`src/rtl/conv_axi_pkg.sv`:
```
// Shared encodings for the conv AXI burst initiator: response/burst codes and FSM states.
package conv_axi_pkg;

  localparam logic [1:0] RESP_OKAY   = 2'b00;
  localparam logic [1:0] RESP_EXOKAY = 2'b01;
  localparam logic [1:0] RESP_SLVERR = 2'b10;
  localparam logic [1:0] RESP_DECERR = 2'b11;

  localparam logic [1:0] BURST_INCR  = 2'b01;

  typedef enum logic [2:0] {
    ST_IDLE = 3'd0,
    ST_AW   = 3'd1,
    ST_W    = 3'd2,
    ST_B    = 3'd3,
    ST_AR   = 3'd4,
    ST_R    = 3'd5,
    ST_FIN  = 3'd6
  } state_t;

endpackage

```
`src/rtl/conv_axi_burst_master.sv`:
```
// Single-outstanding AXI4 INCR burst initiator: one command in, one burst out,
// data bridged to/from a valid/ready stream, done pulse with error flag at the end.
//
// state | meaning
// IDLE  | waiting for a command (cmd_ready=1)
// AW    | presenting write address
// W     | streaming write beats from s_w*
// B     | waiting for write response
// AR    | presenting read address
// R     | streaming read beats to m_r*
// FIN   | one-cycle done pulse
module conv_axi_burst_master
  import conv_axi_pkg::*;
#(
  parameter int M_ID_BW   = 10,
  parameter int M_ADDR_BW = 16,
  parameter int M_DATA_BW = 32,
  parameter int M_STRB_BW = M_DATA_BW / 8
) (
  input  logic                 ACLK,
  input  logic                 ARESETn,

  input  logic                 cmd_valid,
  output logic                 cmd_ready,
  input  logic                 cmd_write,
  input  logic [M_ADDR_BW-1:0] cmd_addr,
  input  logic [8:0]           cmd_len,
  input  logic [M_ID_BW-1:0]   cmd_id,

  input  logic [M_DATA_BW-1:0] s_wdata,
  input  logic                 s_wvalid,
  output logic                 s_wready,

  output logic [M_DATA_BW-1:0] m_rdata,
  output logic                 m_rvalid,
  input  logic                 m_rready,
  output logic                 m_rlast,

  output logic                 done,
  output logic                 err,

  output logic [M_ID_BW-1:0]   AWID,
  output logic [M_ADDR_BW-1:0] AWADDR,
  output logic [7:0]           AWLEN,
  output logic [2:0]           AWSIZE,
  output logic [1:0]           AWBURST,
  output logic                 AWLOCK,
  output logic [3:0]           AWCACHE,
  output logic [2:0]           AWPROT,
  output logic [3:0]           AWQOS,
  output logic [3:0]           AWREGION,
  output logic                 AWVALID,
  input  logic                 AWREADY,

  output logic [M_DATA_BW-1:0] WDATA,
  output logic [M_STRB_BW-1:0] WSTRB,
  output logic                 WLAST,
  output logic                 WVALID,
  input  logic                 WREADY,

  input  logic [M_ID_BW-1:0]   BID,
  input  logic [2:0]           BRESP,
  input  logic                 BVALID,
  output logic                 BREADY,

  output logic [M_ID_BW-1:0]   ARID,
  output logic [M_ADDR_BW-1:0] ARADDR,
  output logic [7:0]           ARLEN,
  output logic [2:0]           ARSIZE,
  output logic [1:0]           ARBURST,
  output logic                 ARLOCK,
  output logic [3:0]           ARCACHE,
  output logic [2:0]           ARPROT,
  output logic [3:0]           ARQOS,
  output logic [3:0]           ARREGION,
  output logic                 ARVALID,
  input  logic                 ARREADY,

  input  logic [M_ID_BW-1:0]   RID,
  input  logic [M_DATA_BW-1:0] RDATA,
  input  logic [2:0]           RRESP,
  input  logic                 RLAST,
  input  logic                 RVALID,
  output logic                 RREADY
);

  localparam logic [2:0] AX_SIZE = 3'($clog2(M_STRB_BW));

  state_t               state_q, state_d;
  logic [M_ID_BW-1:0]   id_q;
  logic [M_ADDR_BW-1:0] addr_q;
  logic [7:0]           len_m1_q;
  logic [8:0]           cnt_q, cnt_d;
  logic                 err_q, err_d;
  logic                 ready_en_q;
  logic                 load;

  logic last_beat;
  logic w_hs;
  logic r_hs;
  logic r_beat_err;
  logic unused_resp_bits;

  // Upper response bits carry no meaning for this initiator.
  assign unused_resp_bits = ^{BRESP[2], RRESP[2]};

  // Counter never exceeds 255, so a 256-beat burst ends before any wrap.
  assign last_beat  = (cnt_q == {1'b0, len_m1_q});
  assign w_hs       = WVALID & WREADY;
  assign r_hs       = RVALID & RREADY;
  assign r_beat_err = (RID != id_q) || (RRESP[1:0] != RESP_OKAY) || (RLAST != last_beat);

  always_ff @(posedge ACLK or negedge ARESETn) begin
    if (!ARESETn) begin
      state_q    <= ST_IDLE;
      cnt_q      <= '0;
      err_q      <= 1'b0;
      ready_en_q <= 1'b0;
      id_q       <= '0;
      addr_q     <= '0;
      len_m1_q   <= '0;
    end else begin
      state_q    <= state_d;
      cnt_q      <= cnt_d;
      err_q      <= err_d;
      ready_en_q <= 1'b1;
      if (load) begin
        id_q     <= cmd_id;
        addr_q   <= cmd_addr;
        len_m1_q <= cmd_len[7:0] - 8'd1;
      end
    end
  end

  always_comb begin
    state_d   = state_q;
    cnt_d     = cnt_q;
    err_d     = err_q;
    load      = 1'b0;
    cmd_ready = 1'b0;
    AWVALID   = 1'b0;
    ARVALID   = 1'b0;
    WVALID    = 1'b0;
    WLAST     = 1'b0;
    s_wready  = 1'b0;
    BREADY    = 1'b0;
    RREADY    = 1'b0;
    m_rvalid  = 1'b0;
    m_rlast   = 1'b0;
    done      = 1'b0;

    case (state_q)
      ST_IDLE: begin
        cmd_ready = ready_en_q;
        if (cmd_valid && ready_en_q) begin
          load  = 1'b1;
          err_d = 1'b0;
          cnt_d = '0;
          if (cmd_len == 9'd0) begin
            err_d   = 1'b1;
            state_d = ST_FIN;
          end else if (cmd_write) begin
            state_d = ST_AW;
          end else begin
            state_d = ST_AR;
          end
        end
      end
      ST_AW: begin
        AWVALID = 1'b1;
        if (AWREADY) state_d = ST_W;
      end
      ST_W: begin
        WVALID   = s_wvalid;
        WLAST    = last_beat;
        s_wready = WREADY;
        if (w_hs) begin
          if (last_beat) begin
            cnt_d   = '0;
            state_d = ST_B;
          end else begin
            cnt_d = cnt_q + 9'd1;
          end
        end
      end
      ST_B: begin
        BREADY = 1'b1;
        if (BVALID) begin
          err_d   = (BID != id_q) || (BRESP[1:0] != RESP_OKAY);
          state_d = ST_FIN;
        end
      end
      ST_AR: begin
        ARVALID = 1'b1;
        if (ARREADY) state_d = ST_R;
      end
      ST_R: begin
        m_rvalid = RVALID;
        m_rlast  = RLAST;
        RREADY   = m_rready;
        if (r_hs) begin
          if (r_beat_err) err_d = 1'b1;
          // An early RLAST from the slave still terminates the burst.
          if (RLAST || last_beat) begin
            cnt_d   = '0;
            state_d = ST_FIN;
          end else begin
            cnt_d = cnt_q + 9'd1;
          end
        end
      end
      ST_FIN: begin
        done    = 1'b1;
        state_d = ST_IDLE;
      end
      default: state_d = ST_IDLE;
    endcase
  end

  assign err      = err_q;

  assign AWID     = id_q;
  assign AWADDR   = addr_q;
  assign AWLEN    = len_m1_q;
  assign AWSIZE   = AX_SIZE;
  assign AWBURST  = BURST_INCR;
  assign AWLOCK   = 1'b0;
  assign AWCACHE  = 4'd0;
  assign AWPROT   = 3'd0;
  assign AWQOS    = 4'd0;
  assign AWREGION = 4'd0;

  assign ARID     = id_q;
  assign ARADDR   = addr_q;
  assign ARLEN    = len_m1_q;
  assign ARSIZE   = AX_SIZE;
  assign ARBURST  = BURST_INCR;
  assign ARLOCK   = 1'b0;
  assign ARCACHE  = 4'd0;
  assign ARPROT   = 3'd0;
  assign ARQOS    = 4'd0;
  assign ARREGION = 4'd0;

  assign WDATA    = s_wdata;
  assign WSTRB    = '1;
  assign m_rdata  = RDATA;

endmodule

```
`config.mk`:
```
export PLATFORM = sky130hd
export DESIGN_NAME = conv_axi_burst_master
export DESIGN_NICKNAME = d
export VERILOG_FILES = /design/src/rtl/conv_axi_pkg.sv /design/src/rtl/conv_axi_burst_master.sv
export SDC_FILE = /design/constraint.sdc
export NUM_CORES = 1
export LEC_CHECK = 0
export CORE_AREA = 2 2 129 131
export CTS_BUF_LIST = sky130_fd_sc_hd__clkbuf_4
export DETAILED_ROUTE_END_ITERATION = 16
export DIE_AREA = 0 0 131 133
export SLEW_MARGIN = 20
export SYNTH_ARGS = -nofsm -noshare
export SYNTH_HDL_FRONTEND = slang
export SYNTH_SLANG_ARGS = --single-unit
```
`constraint.sdc`:
```
create_clock -name ACLK -period 5.3 [get_ports ACLK]
set_clock_uncertainty 0.2 [all_clocks]
set_input_delay 0.53 -clock ACLK [delete_from_list [all_inputs] [get_ports ACLK]]
set_output_delay 0.53 -clock ACLK [all_outputs]
set_load 0.05 [all_outputs]
```
* After elaboration in Yosys (flattened, before gate mapping) *
Index checks and enable logic that the tools add are counted.

storage, ports and cells
  flip-flop bits (word level) = 48
  latch bits = 0
  bits in writable memories = 0
  memory bits (read-only) = 0
  output and inout port bits = 190
  logic and storage cells = 80
  memories = 0

operators by class
  add/subtract/negate cells = 2
  multipliers = 0
  divide/modulo/power cells = 0
  magnitude comparators = 0
  equality and inequality tests = 19
  shift-type cells = 0
  muxes and demuxes = 36
  bitwise logic cells = 2
  reductions and logical operators = 14

operator list
  cell                 number
  $mux 9               5
  $mux 3               10
  $pmux 9 s3           1
  $ne 10x10->1         2
  $mux 1               18
  $ne 2x2->1 const B   9
  $pmux 3 s6           1
  $add 9x1->9 const B  1
  $eq 3x3->1 const B   3
  $eq 9x8->1           1
  $logic_not 9->1      1
  $reduce_and 8->1     1
  $sub 8x1->8 const B  1
  $eq 3x2->1 const B   2
  $reduce_bool 3->1    2
  $reduce_and 5->1     1
  $logic_or 1x1->1     4
  $reduce_and 4->1     1
  $reduce_bool 2->1    2
  $eq 3x1->1 const B   1
  $logic_not 3->1      1
  $pmux 1 s3           1
  $and 1x1->1          2
  $logic_and 1x1->1    1
  $ne 1x1->1           1

* Depth between registers and ports, before layout *
  depth after elaboration = 6
  depth in mapped cells = 11

* Worst setup path before layout *
OpenSTA, ideal clock, no wires.

  kind = flip-flop to output port
  start = reg state_q[2]
  end = out ARVALID
  arrival = 1947 ps
  data required time = 4570 ps
  setup slack = 2623 ps
  cell stages (with the launch flop) = 4
  cell sequence = dfrtp_1 -> buf_6 -> clkbuf_1 -> nor3b_1

on the way
  word-level cells in the longest chain between the ends = 2

ends and longest elaborated chain
  element                   RTL line                      RTL
  start: declaration        conv_axi_burst_master.sv:89   state_t state_q, state_d;
  start signal: assignment  conv_axi_burst_master.sv:123  state_q <= state_d;
  $eq 3x3->1                conv_axi_burst_master.sv:152  case (state_q)
  $mux 1                    conv_axi_burst_master.sv:152
  end: declaration          conv_axi_burst_master.sv:76   output logic ARVALID,

No other way between the ends.

* Worst setup path in the final report *
  start = reg state_q[1]
  end = out WLAST

on the way
  word-level cells in the longest chain between the ends = 2

ends and longest elaborated chain
  element           RTL line                      RTL
  $eq 3x2->1        conv_axi_burst_master.sv:152
  $mux 1            conv_axi_burst_master.sv:152
  end: declaration  conv_axi_burst_master.sv:57   output logic WLAST,

No other way between the ends.

==> reports/summary.md <==
### Pwr
* 671.9 nW/um2 — power density over the cells
* 0.3300 mV — Peak supply drop
* 2.090 nW — Leakage Power
* 3.308 mW — total design power

### Worst setup path
* register — launching element type of the critical path
* 10 — depth of the worst register-to-register path
* output port — CP endpoint kind
* 4.57 ns — required time worst endpoint
* cnt_q[4] — worst r2r src
* err — endpoint of the most critical register-to-register path
* 0.81 ns — Max stage delay on crit path
* clkdlybuf4s50_1 — cell with the largest stage delay on the worst path
* 2.83 ns — arrival time of data at the critical path endpoint
* 19 — top fanout value on the critical path
* nor3b_2 -> and3_1 -> clkdlybuf4s50_1 — cells along the critical path
* register to output port — WS Path Type
* 2.64 ns — slack of the worst reg-to-reg path

### Floorplanning
* 25.16% — Initial Util
* 16170 um2 — core outline area
* 17420 um2 — die area
* 133 um — die span in y
* 327 — Boundary Pins
* 131 um — horizontal extent of the die
* 47 — floorplan row count

### Cells and area
* 21.00% — area growth from synthesis to final layout
* clkdlybuf4s50_1 — most common library cell in the layout ignoring fill and taps
* 1698 — number of fillers in the final layout
* 612 — total number of nets in the final design
* clkdlybuf4s50_1, dfrtp_1, conb_1, nand2_1, xnor2_1 — commonest cells after routing, fill and taps aside
* 693 — Cell Count, Final, Fillers Out
* 12.29% — layout cell share with drive strength beyond 1

### Placement
* 2.184 ns — worst-case setup slack after placement
* 8.306 mm — hpwl dp
* 683 — placed insts
* 150 — PortBufs
* 0.7737 — global placement routability congestion

### STA
* 0 — final count of negative-setup-slack endpoints
* 0 — number of hold violations in the final report
* 0.3601 ns — final hold slack
* 280.8 MHz — Max Freq
* 0.6729 ns — pin slew with the least headroom to its limit
* 67.20% — ratio of final minimum period to clock period
* 55.14% — remaining max-slew budget at the tightest pin
* 0 ns — setup TNS
* 1.739 ns — final worst setup slack
* 3.561 ns — Final Critical Period
* 0 — Final Slew Violations
* no — RSZ-0062 raised after global routing

### Detailed routing
* 0 — number of design rule violations left after detail routing
* 4 — DR pass1 iterations
* 2779 — via count of the routed design
* 0 — number of nets with antenna violations after detailed routing
* 4.010 — routed via count divided by cell count
* 90 — number of DRC markers in iteration 0
* 15.44 um — DR WL/cell
* 10.70 mm — final wirelength

### GRT
* 1 — antenna violations before repair
* 49 — largest net degree at the start of global routing
* 16.07 mm — wire length of the first global-routing pass
* 0 — leftover overflow at the end of global routing
* 12.23% — GRT Total Usage
* 2746 — vias in the first global route

### Clock tree
* clkbuf_4 — clock tree root driver cell
* 48 — clock sink total
* 0 — Setup Fix Bufs, Post-CTS
* 0.17 ns — clock edge transition at the registers on the reported setup and hold paths
* 0.42 ns — worst-skew pair later-pin latency
* 5 — number of buffers inserted during clock tree synthesis
* done — clock tree from TritonCTS
* 2 — CTS H-tree lvls
* 2 — Bufs on Longest Clock Path

### Logic synthesis
* 29.52% — Seq/Total Area, Yosys
* 424 — Mapped Cells
* 100.0% — post-synthesis async set-or-reset flop share
* 0 — number of flops mapped to enable cells by yosys
* 4069 um2 — cell area after synthesis
* 0 — Warnings, synthesis
* 9.596 um2 — Avg Inst Size Synth
* 48 — number of flip-flops and latches in the synthesized netlist
* 56 — count of distinct cell types in the synthesized netlist
* dfrtp_1 — most frequently used flop master after synthesis

### Worst hold path
* ARADDR[9] — Hold Crit Start
* register to register — class of the tightest hold or removal check
* 1 — hold depth
* ARADDR[9] — hold worst-path end

### Outcome
* finished clean — status

### Job
* 0 — max-cap violation count

==> power by group <==
part	total [mW]	switching, mW	internal (mW)	leakage, nW
logic	2.31	1.47	0.837	1.45
registers	0.758	0.248	0.511	0.600
clock network	0.243	0.144	0.0988	0.0428
total	3.31	1.86	1.45	2.09
==> stage by stage <==
| step | util [%] | cell area, um2 |
|---|---|---|
| after floorplan | - | 4238 |
| after global placement | 29.84 | 4826 |
| after detailed placement | 29.84 | 4826 |
| after CTS | 30.40 | 4916 |
| after global routing | 30.44 | 4923 |
| final | 30.44 | 4923 |
==> final cells by class <==
type	instances	area [um2]	area share [%]
multi-input cells	260	1836	37.28
repair buffers	152	1514	30.75
clock inverters	3	42.54	0.8640
diodes	1	2.502	0.05083
well taps	220	275.3	5.591
inverters	4	15.01	0.3050
flip-flops and latches	48	1201	24.40
clock buffers	5	37.54	0.7624
==> worst max path at each step <==
stage                          start       to  cells past startpoint
after floorplan           state_q[2]  ARVALID                      3
final                     state_q[1]    WLAST                      3
after global routing      state_q[1]    WLAST                      3
after global placement    state_q[1]    WLAST                      3
after detailed placement  state_q[1]    WLAST                      3
after CTS                 state_q[1]    WLAST                      3
==> worst max-delay path, delay by kind of cell, from the launching register on <==
| family | cells | cell delay, ns |
|---|---|---|
| AND/OR/NAND/NOR | 2 | 0.85 |
| buffers and inverters | 1 | 0.81 |
| flip-flops | 1 | 0.77 |
==> registers in the layout, indices dropped and copies added, names as in the netlist <==
signal and cells:
ARADDR 16, err 1, ready_en_q 1, ARLEN 8, cnt_q 9, state_q 3
ARID 10
==> per-layer routing <==
layer	track usage [%]	up-vias	routed length, um
met4	5.319	0	324
met3	3.882	31	712
li1	-	1315	-
met2	18.45	105	5070
met5	0	-	0
met1	15.96	1328	4593
==> what timing repair did <==
action / 4_1_cts / 5_1_grt
endpoints found under the hold margin: 9 / 0
hold buffers: 1 / 0
resized for setup: 0 / 0
==> kinds of logic (layout without fill, tap and decap cells) <==
group                      Yosys count  count (layout)  share of synthesized area [%]
buffers and inverters              161             164                          29.64
other                                2              48                         0.1846
and+or+nand+nor                    101             101                          13.28
muxes                               27              27                          9.656
AOI/OAI and AO/OA                   47              47                          9.164
adders and majority gates            4               4                          1.230
xor gates and xnor gates            34              34                          7.318
DFF                                 48              48                          29.52
==> cells in the mapped netlist, types with 2 or more instances <==
library cell  count  area [um2]
nand2_1          37       138.9
and3_1            2       12.51
ha_1              4       50.05
o211ai_2          8       100.1
a21boi_2          2       22.52
mux2_2            2       22.52
o31a_1            2       17.52
clkbuf_1          3       11.26
or3_1             2       12.51
xnor2_1          30       262.8
o21ai_0          11       55.05
or2_2             2       12.51
nand4_1           7       43.79
nor2_2            2       12.51
buf_4           146        1096
nand2b_1          3       18.77
and2_1            5       31.28
dfrtp_1          48        1201
nor2_1           14       52.55
mux2_4           24       360.4
a21o_1            3       22.52
a211o_1           2       17.52
o21ai_1           8       40.04
buf_6             7       78.83
inv_1             3       11.26
xor2_1            4       35.03
and3b_1           2       17.52
nor3_1            8       40.04
nand4b_1          2       17.52
conb_1            2       7.510
nand3_1           4       20.02
Power figures use the tool's default switching activity.
